===== config.mk =====
export PLATFORM = sky130hd
export DESIGN_NAME = mel_frame_scheduler
export DESIGN_NICKNAME = d
export VERILOG_FILES = /design/src/rtl/mfcc_pkg.sv /design/src/rtl/energy_pingpong_ram.sv /design/src/rtl/mel_frame_scheduler.sv
export SDC_FILE = /design/constraint.sdc
export NUM_CORES = 1
export LEC_CHECK = 0
export CAP_MARGIN = 15
export CORE_MARGIN = 5
export CORE_UTILIZATION = 45
export DETAILED_ROUTE_END_ITERATION = 12
export GPL_ROUTABILITY_DRIVEN = 0
export MAX_ROUTING_LAYER = met4
export SETUP_SLACK_MARGIN = 0.2
export SLEW_MARGIN = 20
export SYNTH_ARGS = -nofsm -noshare
export SYNTH_HDL_FRONTEND = slang
export SYNTH_SLANG_ARGS = --single-unit

===== constraint.sdc =====
create_clock -name clk -period 2.5 [get_ports clk]
set_input_delay 0.25 -clock clk [delete_from_list [all_inputs] [get_ports clk]]
set_output_delay 0.25 -clock clk [all_outputs]
set_load 0.02 [all_outputs]

===== src/rtl/mfcc_pkg.sv =====
// Shared types and default sizing for the MFCC front-end sequencing blocks.
package mfcc_pkg;
    localparam int NUM_FILTERS = 40;
    localparam int EW          = 9;
    localparam int TIMEOUT_W   = 16;

    typedef enum logic [1:0] {IDLE, START, RUN, RELEASE} sched_state_t;
endpackage


===== src/rtl/energy_pingpong_ram.sv =====
// Two banks of NF filter energies: one write port, one registered read port.
module energy_pingpong_ram import mfcc_pkg::*; #(
    parameter int NF = NUM_FILTERS,
    parameter int W  = EW
) (
    input  logic         clk,
    input  logic         rst_n,
    input  logic         we,
    input  logic         wbank,
    input  logic [5:0]   waddr,
    input  logic [W-1:0] wdata,
    input  logic         rbank,
    input  logic [5:0]   raddr,
    output logic [W-1:0] rdata
);
    localparam logic [5:0] NF_IDX = 6'(NF);

    logic [W-1:0] mem [2][NF];
    logic [W-1:0] rdata_d, rdata_q;

    always_ff @(posedge clk) begin
        if (we) mem[wbank][waddr] <= wdata;
    end

    // Out-of-range read addresses return zero rather than aliasing.
    always_comb begin
        rdata_d = '0;
        if (raddr < NF_IDX) rdata_d = mem[rbank][raddr];
    end

    always_ff @(posedge clk) begin
        if (!rst_n) rdata_q <= '0;
        else        rdata_q <= rdata_d;
    end

    assign rdata = rdata_q;
endmodule


===== src/rtl/mel_frame_scheduler.sv =====
// Per-frame MEL sequencer: start pulse, energy capture into a ping-pong bank, DCT handoff.
module mel_frame_scheduler #(
    parameter int NUM_FILTERS = mfcc_pkg::NUM_FILTERS,
    parameter int EW          = mfcc_pkg::EW,
    parameter int TIMEOUT_W   = mfcc_pkg::TIMEOUT_W
) (
    input  logic                 clk,
    input  logic                 rst_n,
    input  logic                 frame_ready_i,
    output logic                 frame_release_o,
    output logic                 mel_start_o,
    input  logic                 mel_done_i,
    input  logic [5:0]           mel_prt_i,
    input  logic [EW-1:0]        mel_value_i,
    input  logic [TIMEOUT_W-1:0] timeout_i,
    output logic                 bank_valid_o,
    output logic                 rd_bank_o,
    input  logic                 bank_free_i,
    input  logic [5:0]           rd_addr_i,
    output logic [EW-1:0]        rd_data_o,
    output logic                 busy_o,
    output logic                 error_o
);
    import mfcc_pkg::*;

    localparam logic [5:0] NF_IDX = 6'(NUM_FILTERS);

    sched_state_t           state_q, state_d;
    logic                   wr_bank_q, wr_bank_d;
    logic                   rd_bank_q, rd_bank_d;
    logic                   bank_valid_q, bank_valid_d;
    logic [1:0]             full_q, full_d;
    logic                   error_q, error_d;
    logic [TIMEOUT_W-1:0]   wdog_q, wdog_d;
    logic [NUM_FILTERS-1:0] mask_q, mask_d, mask_nxt;
    logic [5:0]             prev_prt_q, prev_prt_d;
    logic [EW-1:0]          prev_val_q, prev_val_d;
    logic                   we;

    always_comb begin
        state_d      = state_q;
        wr_bank_d    = wr_bank_q;
        rd_bank_d    = rd_bank_q;
        bank_valid_d = bank_valid_q;
        full_d       = full_q;
        error_d      = error_q;
        wdog_d       = wdog_q;
        prev_prt_d   = mel_prt_i;
        prev_val_d   = mel_value_i;
        mel_start_o     = 1'b0;
        frame_release_o = 1'b0;

        // An index is complete once MEL moves off it; the held value is the final one.
        we       = (state_q == RUN) && (mel_prt_i != prev_prt_q) && (prev_prt_q < NF_IDX);
        mask_nxt = mask_q;
        if (we) mask_nxt[prev_prt_q] = 1'b1;
        mask_d = mask_nxt;

        // Free is resolved before any handoff so a completing bank can be offered at once.
        if (bank_free_i && bank_valid_q) begin
            full_d[rd_bank_q] = 1'b0;
            if (full_q[!rd_bank_q]) rd_bank_d    = !rd_bank_q;
            else                    bank_valid_d = 1'b0;
        end

        unique case (state_q)
            IDLE: if (frame_ready_i && !full_q[wr_bank_q]) state_d = START;
            START: begin
                mel_start_o = 1'b1;
                wdog_d      = '0;
                mask_d      = '0;
                state_d     = RUN;
            end
            RUN: begin
                if (wdog_q != {TIMEOUT_W{1'b1}}) wdog_d = wdog_q + 1'b1;
                if (mel_done_i) begin
                    state_d = RELEASE;
                    mask_d  = '0;
                    if (&mask_nxt) begin
                        full_d[wr_bank_q] = 1'b1;
                        wr_bank_d         = !wr_bank_q;
                        if (!bank_valid_d) begin
                            bank_valid_d = 1'b1;
                            rd_bank_d    = wr_bank_q;
                        end
                    end
                end else if ((timeout_i != '0) && (wdog_q == timeout_i)) begin
                    state_d = RELEASE;
                    error_d = 1'b1;
                    mask_d  = '0;
                end
            end
            RELEASE: begin
                frame_release_o = 1'b1;
                state_d         = IDLE;
            end
            default: state_d = IDLE;
        endcase
    end

    always_ff @(posedge clk) begin
        if (!rst_n) begin
            state_q      <= IDLE;
            wr_bank_q    <= 1'b0;
            rd_bank_q    <= 1'b0;
            bank_valid_q <= 1'b0;
            full_q       <= '0;
            error_q      <= 1'b0;
            wdog_q       <= '0;
            mask_q       <= '0;
            prev_prt_q   <= 6'h3F;
            prev_val_q   <= '0;
        end else begin
            state_q      <= state_d;
            wr_bank_q    <= wr_bank_d;
            rd_bank_q    <= rd_bank_d;
            bank_valid_q <= bank_valid_d;
            full_q       <= full_d;
            error_q      <= error_d;
            wdog_q       <= wdog_d;
            mask_q       <= mask_d;
            prev_prt_q   <= prev_prt_d;
            prev_val_q   <= prev_val_d;
        end
    end

    energy_pingpong_ram #(.NF(NUM_FILTERS), .W(EW)) u_ram (
        .clk   (clk),
        .rst_n (rst_n),
        .we    (we),
        .wbank (wr_bank_q),
        .waddr (prev_prt_q),
        .wdata (prev_val_q),
        .rbank (rd_bank_q),
        .raddr (rd_addr_i),
        .rdata (rd_data_o)
    );

    assign bank_valid_o = bank_valid_q;
    assign rd_bank_o    = rd_bank_q;
    assign busy_o       = (state_q != IDLE);
    assign error_o      = error_q;
endmodule


* After elaboration in Yosys (flattened, before gate mapping)
Memory sizes are Yosys's and may differ from the RTL's. A register that Yosys moved wholly into a read port is not among the register bits.
Cells that the tools add are included.
Widths: inputs -> output; s select.
** Operators by class
- Add/subtract/negate cells :: 1
- Order comparisons :: 12
- Equal/unequal tests :: 9
- Multiplexer cells :: 45
- Bitwise operators :: 7
- Reduce and logical (&&, ||, !) cells :: 22
** Operators by type and width (number)
- $mux 360 :: 1
- $mux 40 :: 3
- $pmux 40 s2 :: 1
- $bmux 9 s6 :: 1
- $demux 9 s6 :: 1
- $reduce_and 42->1 :: 1
- $or 40x40->40 :: 1
- $reduce_and 40->1 :: 1
- $pmux 16 s2 :: 1
- $mux 9 :: 3
- $mux 1 :: 22
- $add 16x1->16 const B :: 1
- $eq 16x16->1 :: 1
- $mux 16 :: 1
- $ne 16x16->1 const B :: 1
- $reduce_bool 16->1 :: 1
- $ge 7x7->1 const B :: 2
- $mux 2 :: 7
- $not 6->7 :: 2
- $lt 6x6->1 const B :: 2
- $logic_and 1x1->1 :: 9
- $pmux 2 s4 :: 1
- $lt 6x7->1 const B :: 1
- $lt 7x1->1 const B :: 1
- 20 further kinds :: 30
** Word-level totals
- Register bits after elaboration :: 88
- Memory bits (writable) :: 720
- Input port bits :: 42
- Output and inout bits :: 15
- Logic and storage cells :: 108
- Memories :: 1
** Memory list
- u_ram.mem :: depth 2, bits a word 360, rd ports 1, clocked after memory_dff 1, wr ports 1, RTL line energy_pingpong_ram.sv:18 : logic [W-1:0] mem [2][NF];

* Logic depth before layout (Yosys ltp)
Gate-level depths: netlist of the first run.
- Depth after elaboration :: 11
- Mapped depth :: 11
- Mapped depth without buffers :: 10

* Modules after synthesis
From an unflattened synthesis of the first run, not the netlist that was laid out.
** Second synthesis, totals
- Cell total of the unflattened synthesis :: 1730
- Area, all modules :: 32182.1 µm²
** By module, submodules not included
- energy_pingpong_ram :: instances 1, cells each 1265, area each 28212.1 µm², sequential area each 21800.9 µm²
- mel_frame_scheduler :: instances 1, cells each 465, area each 3970.1 µm², sequential area each 1581.5 µm²

* Worst setup path before layout of the first run
No wires, ideal clock.
- Path kind :: flip-flop to flip-flop
- Start point :: reg state_q[0]
- End point :: mem u_ram.mem[0][27] in the netlist's numbering, enable pin
- Setup time :: 399 ps
- Arrival :: 2364 ps
- Data required time :: 2101 ps
- Setup slack :: -263 ps
- Cell stages (with the launch flop) :: 7
- Buffers on the path :: 2
- Clock period less this slack :: 2763 ps
- Cell sequence :: dfxtp_1 -> inv_1 -> ha_1 -> clkbuf_1 -> clkbuf_1 -> nand3_1 -> nor4_1
** On the way
- Longest elaborated chain between the ends :: 5
** RTL lines
- from (decl) :: RTL line mel_frame_scheduler.sv:28 : sched_state_t state_q, state_d;
- from (signal assigned) :: RTL line mel_frame_scheduler.sv:114 : state_q <= state_d;
- $eq 2x2->1 :: RTL line mel_frame_scheduler.sv:54 : we = (state_q == RUN) && (mel_prt_i != prev_prt_q) && (prev_prt_q < NF_IDX);
- $logic_and 1x1->1 (2 in series) :: RTL line mel_frame_scheduler.sv:54
- $mux 1 :: RTL line energy_pingpong_ram.sv:22 : if (we) mem[wbank][waddr] <= wdata;
- $mux 360 (not written as such) :: RTL line energy_pingpong_ram.sv:22
- to (decl) :: RTL line energy_pingpong_ram.sv:18
No other way between the ends.

==> reports/qor.yml, run 1 <==
run_status:
  status: "finished, violations left"
  violations: "negative setup slack"
sta:
  tightest_slew_ps: 942
  hold_ws_ps: 200
  setup_viol: 13
  final_max_slew_viol_count: 0
  rsz0062_at_grt: "true"
  final.period_utilization: 1.09
  layout_setup_ws_ps: -226
  slew_headroom: 0.372
  layout_min_cycle_time_ps: 2730
  fmax_mhz: 367
  finalSetupTns_ps: -1510
  hold_viol: 0
  fin_skew_ps: 20.4
worst_hold_path:
  hp-start: "mel_value_i[1]"
  worstHoldPathType: "primary input to flop"
critical_path:
  crit_required_ps: 2980
  critPathMaxFanout: 8
  crit_type: "flop to flop"
  worstSetupEndpointType: "flop"
  start_kind: "flop"
  cp_data_arrival_time_ps: 3210
clocking:
  cts_sinks: 809
  cts_tree: "done"
  cts_made_buffers: 85
  cts_hold_buffers: 0
  h-tree-depth: 3
  clockBufferDepth: 3
  clockRootBuffer: "clkbuf_16"
  clk_pin_slew_ps: 60
  clkLatencyLatePin_ps: 630
grt:
  grt_max_degree: 81
  top_usage_layer: "met2"
  grt_pass1_wl_um: 115000
  antenna_found_initial: 0
  grtUsageMet3: 0.0380
  grt_use_met2: 0.322
  grt_use_met1: 0.287
  grt_pass1_vias: 17342
  overflow: 0
  grt_usage: 0.205
power_and_ir_drop:
  p_int_mw: 23.1
  netSwitchingPower_mw: 6.30
  pwr-share-clk: 0.429
  p_leak_nw: 13.3
  share_comb_of_total_power: 0.067
  power.total_mw: 29.4
  p_seq_frac: 0.504
  p_sw_frac: 0.214
  ir_drop_mv: 0.538
  powerDensity_nw_per_um2: 743
synth:
  synth_area_um2: 31900
  synth_top_area_frac: 0.677
  synth_cell_types: 64
  synth_edf_count: 720
  synthAdderAreaFrac: 0.00196
  synthMuxAreaShare: 0.161
  synth_area_leaders: "edfxtp_1 (68%), mux4_2 (15%), dfxtp_1 (5.6%)"
  synthCells: 1644
  synth_compound_area_frac: 0.0282
  synth_top_family_by_area: "multiplexers"
  yosysSeqAreaShare: 0.733
  synthArstFlopShare: 0
  synth_xor_area_frac: 0.00740
  synth_area_leader_cell: "edfxtp_1"
  yosys_most_used_dff: "edfxtp_1"
  synthSimpleGateAreaFrac: 0.0496
  ys_ff_latch: 809
  syn-num-nets: 1691
  ys_warn_count: 0
  synth_area_per_cell_um2: 19.4
placement:
  dp_hpwl_um: 49300
  port_buffers: 56
layout:
  syn2layout_area_growth_pct: 24.1
  utilization: 0.564
  multi_input_area_um2: 8760
  fillers: 5269
  seq_area_um2: 23400
  antennaDiodeCount: 0
  drive_above_1_share: 0.391
  fin_nets: 2038
job:
  max-cap-violations: 0
routing:
  drt_first_iter_violations: 1778
  wire_per_inst_um: 25.8
  routed_wl_um: 77500
  dr_total_vias: 17080
  firstDrtPassIters: 7
  drt-vias-per-instance: 5.69
  drc: 0
  ant_nets: 0
die:
  start_util: 0.455
  die_w_um: 276
  floorplan.rows: 97
  die-area_um2: 76400
  die_y_um: 276
  core_um2: 70300
  io_pins: 57
-- critical path, cell delays in order (launching register included) --
cell and delay, ps:
dfxtp_4 350, buf_12 140, buf_12 160, buf_12 130, mux4_2 550, mux4_2 520
mux4_2 480, nand2b_1 130, o21ai_1 100
-- worst paths after layout --
kind,to,slack (ps),depth (start not counted)
max,u_ram.rdata[5],-230,8
min,prev_val_q[1],200,2
max reg2reg,u_ram.rdata[5],-230,8
min reg2reg,u_ram.mem[0][98],420,0
-- stage by stage --
step | std cells | instance area [µm²] | worst slack (ps)
after floorplan | 1644 | 32100 | -23.1
after global placement | 2799 | 35500 | -425
after detailed placement | 2799 | 35500 | -492
after CTS | 2978 | 39100 | -215
after global routing | 3003 | 39600 | -255
final | 3003 | 39600 | -226
-- power by group through the flow --
stage	Combinational (mW)	Sequential, mW	Clock, mW
floorplan	0.870	15.2	0
global placement	1.79	15.1	0
detailed placement	1.82	15.1	0
CTS	1.90	14.8	12.9
global route	2.11	14.8	13.6
finish	1.98	14.8	12.6
-- timing repair --
item | CTS | global route
buffers inserted | 16 | 17
resized for setup | 129 | 87
cloned | 4 | 8
pin swaps | 17 | 25
setup endpoints to repair | 728 | 344
endpoints found under the hold margin | 0 | 0
-- cells in the final DEF, fill, tap and decap left out, types with 15 or more instances in the layout --
| master | count |
|---|---|
| buf_4 | 222 |
| clkbuf_16 | 89 |
| inv_1 | 16 |
| nor3_2 | 17 |
| edfxtp_1 | 720 |
| clkbuf_1 | 17 |
| dfxtp_1 | 74 |
| clkinv_2 | 17 |
| buf_12 | 38 |
| nor2_4 | 19 |
| a21oi_1 | 27 |
| nor2_1 | 84 |
| nor2_2 | 22 |
| mux4_2 | 217 |
| a211oi_2 | 16 |
| clkdlybuf4s50_1 | 51 |
| buf_6 | 24 |
| nand2_1 | 39 |
| nor3_1 | 15 |
| mux2i_1 | 17 |
-- layout make-up --
class,instances,area share
tap,940,0.0297
sequential,809,0.591
multi-input combinational,729,0.221
clock inverter,46,0.0114
inverter,17,0.00161
timing repair buffer,349,0.0852
clock buffer,113,0.0602
-- kinds of logic after synthesis --
kind of cell | count (synthesis)
adders and majority gates | 5
buffers and inverters | 107
and+or+nand+nor | 319
AOI/OAI and AO/OA | 138
xor gates and xnor gates | 27
DFF | 809
muxes | 239
-- synthesized netlist by cell type, drive strengths merged (4+ instances only) --
| master | n |
|---|---|
| a211oi | 35 |
| a21oi | 37 |
| a31oi | 13 |
| and2 | 15 |
| and3 | 5 |
| buf | 60 |
| clkbuf | 30 |
| dfxtp | 89 |
| edfxtp | 720 |
| ha | 5 |
| inv | 17 |
| mux2i | 19 |
| mux4 | 218 |
| nand2 | 45 |
| nand2b | 13 |
| nand3 | 12 |
| nand3b | 4 |
| nand4 | 12 |
| nor2 | 124 |
| nor2b | 17 |
| nor3 | 40 |
| nor3b | 5 |
| nor4 | 14 |
| o21ai | 20 |
| o22ai | 13 |
| xnor2 | 8 |
| xor2 | 19 |
-- flip-flops by register name, summed over array words and instances, names as in the netlist, named ones only --
register / flops
bank_valid_o: 1
wr_bank_q: 1
prev_val_q: 9
mask_q: 40
state_q: 2
u_ram.mem: 720
full_q: 2
error_o: 1
u_ram.rdata: 9
prev_prt_q: 6
rd_bank_o: 1
wdog_q: 16
-- per-layer routing --
layer / vias to the layer above / part of all wire
met5: - / 0
met4: 0 / 0.016
met3: 80 / 0.068
met2: 599 / 0.49
met1: 8971 / 0.43
li1: 7430 / -
Note: power is estimated with default switching activity, not from simulation.
==> run 2: changes to the inputs <==
--- a/config.mk
+++ b/config.mk
@@ -12,6 +12,7 @@
 export GPL_ROUTABILITY_DRIVEN = 0
 export MAX_ROUTING_LAYER = met4
 export SETUP_SLACK_MARGIN = 0.2
+export SKIP_CTS_REPAIR_TIMING = 1
 export SLEW_MARGIN = 20
 export SYNTH_ARGS = -nofsm -noshare
 export SYNTH_HDL_FRONTEND = slang
==> reports/qor.yml, run 2 (synthesis results as in run 1) <==
layout:
  multi_input_area_um2: 8850
  antennaDiodeCount: 0
  regMostFlops: "u_ram.mem"
  drive_above_1_share: 0.393
  stdcell_area_um2: 40000
  final_cell_count_no_fill: 3018
  fin_nets: 2053
  reg_top3: "u_ram.mem: 720 flops, mask_q: 40 flops, wdog_q: 16 flops"
  utilization: 0.569
  largest_reg_flops: 720
  fillers: 5232
  syn2layout_area_growth_pct: 25.1
  mostFrequentLayoutCell: "edfxtp_1"
  final_cell_mix: "edfxtp_1 (720), buf_4 (220), mux4_2 (217)"
  seq_area_um2: 23400
clocking:
  clk_pin_slew_ps: 60
  cts_sinks: 809
  clockBufferDepth: 3
  cts_tree: "done"
  cts_made_buffers: 85
  h-tree-depth: 3
  clkLatencyLatePin_ps: 630
  clockRootBuffer: "clkbuf_16"
sta:
  fmax_mhz: 364
  layout_setup_ws_ps: -249
  final_max_slew_viol_count: 0
  layout_min_cycle_time_ps: 2750
  fin_skew_ps: 20.6
  rsz0062_at_grt: "true"
  final.period_utilization: 1.10
  slew_headroom: 0.373
  setup_viol: 13
  tightest_slew_ps: 941
  hold_viol: 0
power_and_ir_drop:
  ir_drop_mv: 0.538
  p_leak_nw: 13.5
  power.total_mw: 29.5
  powerDensity_nw_per_um2: 738
routing:
  drc: 0
  wire_per_inst_um: 25.8
  dr_total_vias: 17127
  drt-vias-per-instance: 5.67
  ant_nets: 0
  firstDrtPassIters: 5
  routed_wl_um: 77700
  drt_first_iter_violations: 1649
placement:
  port_buffers: 56
  placed_area_um2: 35500
  place_inst: 2799
  dp_hpwl_um: 49300
worst_hold_path:
  hp-start: "mel_value_i[1]"
  worstHoldPathType: "primary input to flop"
  hold_path_depth: 2
grt:
  antenna_found_initial: 0
  grt_max_degree: 81
  grt_usage: 0.202
  overflow: 0
  grt_pass1_vias: 17098
  grt_pass1_wl_um: 113000
die:
  io_pins: 57
  start_util: 0.455
  floorplan.rows: 97
  die_w_um: 276
  die_y_um: 276
  core_um2: 70300
  die-area_um2: 76400
run_status:
  violations: "negative setup slack"
  status: "finished, violations left"
critical_path:
  r2r_cells: 8
  cp_data_arrival_time_ps: 3220
  worstSetupEndpointType: "flop"
  critPathMaxFanout: 6
  start_kind: "flop"
  crit_type: "flop to flop"
  crit_required_ps: 2970
job:
  max-cap-violations: 0
run 2: through the flow:
step / hold WS [ps] / setup TNS, ps / setup WS [ps]
4_1_cts: 157 / -60220 / -487
3_3_place_gp: 411 / -171690 / -425
6_report: 201 / -1720 / -249
5_1_grt: 186 / -2780 / -263
3_5_place_dp: 417 / -215330 / -492
2_1_floorplan: 351 / -1000 / -23.1
run 2: path summary, 6_finish.rpt:
path / to / slack [ps]
setup / recovery: u_ram.rdata[4] / -250
hold / removal: prev_val_q[1] / 200
setup reg to reg: u_ram.rdata[4] / -250
hold reg to reg: u_ram.mem[0][98] / 420
run 2: critical path, cell delays in order, from the launching register on:
cell and delay (ps):
dfxtp_4 360, buf_12 160, clkbuf_16 170, buf_4 110
mux4_2 510, mux4_2 560, mux4_2 510, nand2b_1 100
o21ai_1 100
run 2: layout make-up:
type                            count  share of cell area
Inverter                           17             0.00160
Tap cell                          940              0.0294
Sequential cell                   809               0.586
Multi-Input combinational cell    729               0.221
Clock inverter                     46              0.0113
Clock buffer                      113              0.0597
Timing Repair Buffer              364              0.0903
run 2: report_power, final:
group	switching (mW)	leakage (nW)	total, mW	internal (mW)
clock	5.09	1.40	12.6	7.55
sequential	0.0725	7.76	14.8	14.8
combinational	1.17	4.37	2.03	0.863
total	6.33	13.5	29.5	23.2
run 2: routing by layer:
layer,global-route usage,share of wire
met4,0.0465,0.015
met1,0.283,0.42
met5,-,0
met2,0.315,0.49
met3,0.0382,0.069
==> run 3: changes to the inputs <==
--- a/config.mk
+++ b/config.mk
@@ -6,13 +6,14 @@
 export NUM_CORES = 1
 export LEC_CHECK = 0
 export CAP_MARGIN = 15
+export CORE_ASPECT_RATIO = 0.6
 export CORE_MARGIN = 5
 export CORE_UTILIZATION = 45
 export DETAILED_ROUTE_END_ITERATION = 12
 export GPL_ROUTABILITY_DRIVEN = 0
 export MAX_ROUTING_LAYER = met4
+export PLACE_DENSITY = 0.66
 export SETUP_SLACK_MARGIN = 0.2
-export SKIP_CTS_REPAIR_TIMING = 1
 export SLEW_MARGIN = 20
 export SYNTH_ARGS = -nofsm -noshare
 export SYNTH_HDL_FRONTEND = slang
==> reports/qor.yml, run 3 (synthesis results as in run 1) <==
sta:
  hold_ws_ps: 216
  setup_viol: 9
  rsz0062_at_grt: "true"
  fin_skew_ps: 23.8
  final_max_slew_viol_count: 0
  finalSetupTns_ps: -1250
  layout_min_cycle_time_ps: 2690
  layout_setup_ws_ps: -190
  slew_headroom: 0.451
  final.period_utilization: 1.08
  tightest_slew_ps: 824
  hold_viol: 0
  fmax_mhz: 372
die:
  die-area_um2: 76600
  io_pins: 57
  die_y_um: 216
  core_um2: 70100
  floorplan.rows: 75
  start_util: 0.456
  die_w_um: 354
run_status:
  violations: "negative setup slack"
  status: "finished, violations left"
grt:
  grt_usage: 0.214
  antenna_found_initial: 1
  grt_pass1_wl_um: 117000
  overflow: 0
  grt_max_degree: 81
  grt_pass1_vias: 17308
power_and_ir_drop:
  pwr-share-clk: 0.412
  p_leak_nw: 13.1
  share_comb_of_total_power: 0.068
  power.total_mw: 28.6
  p_int_mw: 22.3
  p_seq_frac: 0.520
  p_sw_frac: 0.220
  powerDensity_nw_per_um2: 727
  netSwitchingPower_mw: 6.28
  ir_drop_mv: 0.545
clocking:
  h-tree-depth: 3
  clkLatencyLatePin_ps: 620
  clk_pin_slew_ps: 70
  clockBufferDepth: 3
  cts_hold_buffers: 0
  cts_sinks: 809
  cts_tree: "done"
  cts_made_buffers: 73
  clockRootBuffer: "clkbuf_16"
critical_path:
  start_kind: "flop"
  cp_data_arrival_time_ps: 3190
  crit_type: "flop to flop"
  reg2reg_to: "u_ram.rdata[8]"
  crit_required_ps: 3000
  worstSetupEndpointType: "flop"
  critPathMaxFanout: 5
  ff2ff_setup_slack_ps: -190
  r2r_cells: 7
placement:
  placed_area_um2: 35400
  place_inst: 2769
  pre_cts_ws_ps: -471
  dp_hpwl_um: 52500
  port_buffers: 56
layout:
  largest_reg_flops: 720
  regMostFlops: "u_ram.mem"
  stdcell_area_um2: 39300
  fin_nets: 2020
  utilization: 0.561
  syn2layout_area_growth_pct: 23.1
  final_cell_mix: "edfxtp_1 (720), mux4_2 (216), buf_4 (215)"
  drive_above_1_share: 0.387
  reg_top3: "u_ram.mem: 720 flops, mask_q: 40 flops, wdog_q: 16 flops"
  final_cell_count_no_fill: 2955
  mostFrequentLayoutCell: "edfxtp_1"
  antennaDiodeCount: 0
routing:
  ant_nets: 0
  drc: 0
  wire_per_inst_um: 27.7
  firstDrtPassIters: 7
  dr_total_vias: 17295
  routed_wl_um: 81700
  drt_first_iter_violations: 2104
  drt-vias-per-instance: 5.85
worst_hold_path:
  hold_path_depth: 2
  worstHoldPathType: "primary input to flop"
  min_to: "prev_val_q[2]"
  hp-start: "mel_value_i[2]"
job:
  max-cap-violations: 0
run 3: worst max-delay path, stage by stage, from the launching register on:
cell and delay [ps]:
dfxtp_4 390, buf_6 160, buf_6 150, mux4_2 580, mux4_2 620, mux4_2 510
nand2b_1 90, o21ai_1 70
run 3: final cells by class:
| type | count | area (µm²) |
|---|---|---|
| multi-input combinational | 728 | 8750 |
| inverter | 17 | 63.8 |
| clock buffer | 90 | 2040 |
| sequential | 809 | 23400 |
| timing repair buffer | 344 | 3400 |
| tap | 924 | 1160 |
| fill | 5129 | 30800 |
| clock inverter | 43 | 468 |
run 3: worst max path at each step:
| stage | slack, ps | endpoint | cells past startpoint | start |
|---|---|---|---|---|
| 2_1_floorplan | -20 | u_ram.mem[0][180] | 8 | prev_prt_q[4] |
| 3_3_place_gp | -450 | u_ram.mem[1][107] | 7 | mel_prt_i[2] |
| 3_5_place_dp | -470 | u_ram.mem[1][127] | 7 | mel_prt_i[2] |
| 4_1_cts | -180 | u_ram.rdata[8] | 7 | flop |
| 5_1_grt | -240 | u_ram.rdata[8] | 7 | flop |
| 6_report | -190 | u_ram.rdata[8] | 7 | flop |
run 3: per-layer routing:
layer | global-route usage | vias to the layer above | wire, µm
li1 | - | 7367 | -
met1 | 0.314 | 9076 | 36000
met2 | 0.299 | 762 | 35700
met3 | 0.0713 | 90 | 9010
met4 | 0.0373 | 0 | 1110
met5 | - | - | 0
run 3: what timing repair did:
item,4_1_cts,5_1_grt
setup endpoints to repair,591,247
cloned,0,11
setup buffers,21,21
pin swaps,25,28
resized for setup,110,102
run 3: power by group through the flow:
stage | clock [mW] | sequential [mW] | combinational, mW
6_report | 11.8 | 14.9 | 1.94
5_1_grt | 12.5 | 14.9 | 2.05
4_1_cts | 11.9 | 14.9 | 1.83
3_5_place_dp | 0 | 15.2 | 1.75
3_3_place_gp | 0 | 15.1 | 1.72
2_1_floorplan | 0 | 15.2 | 0.870
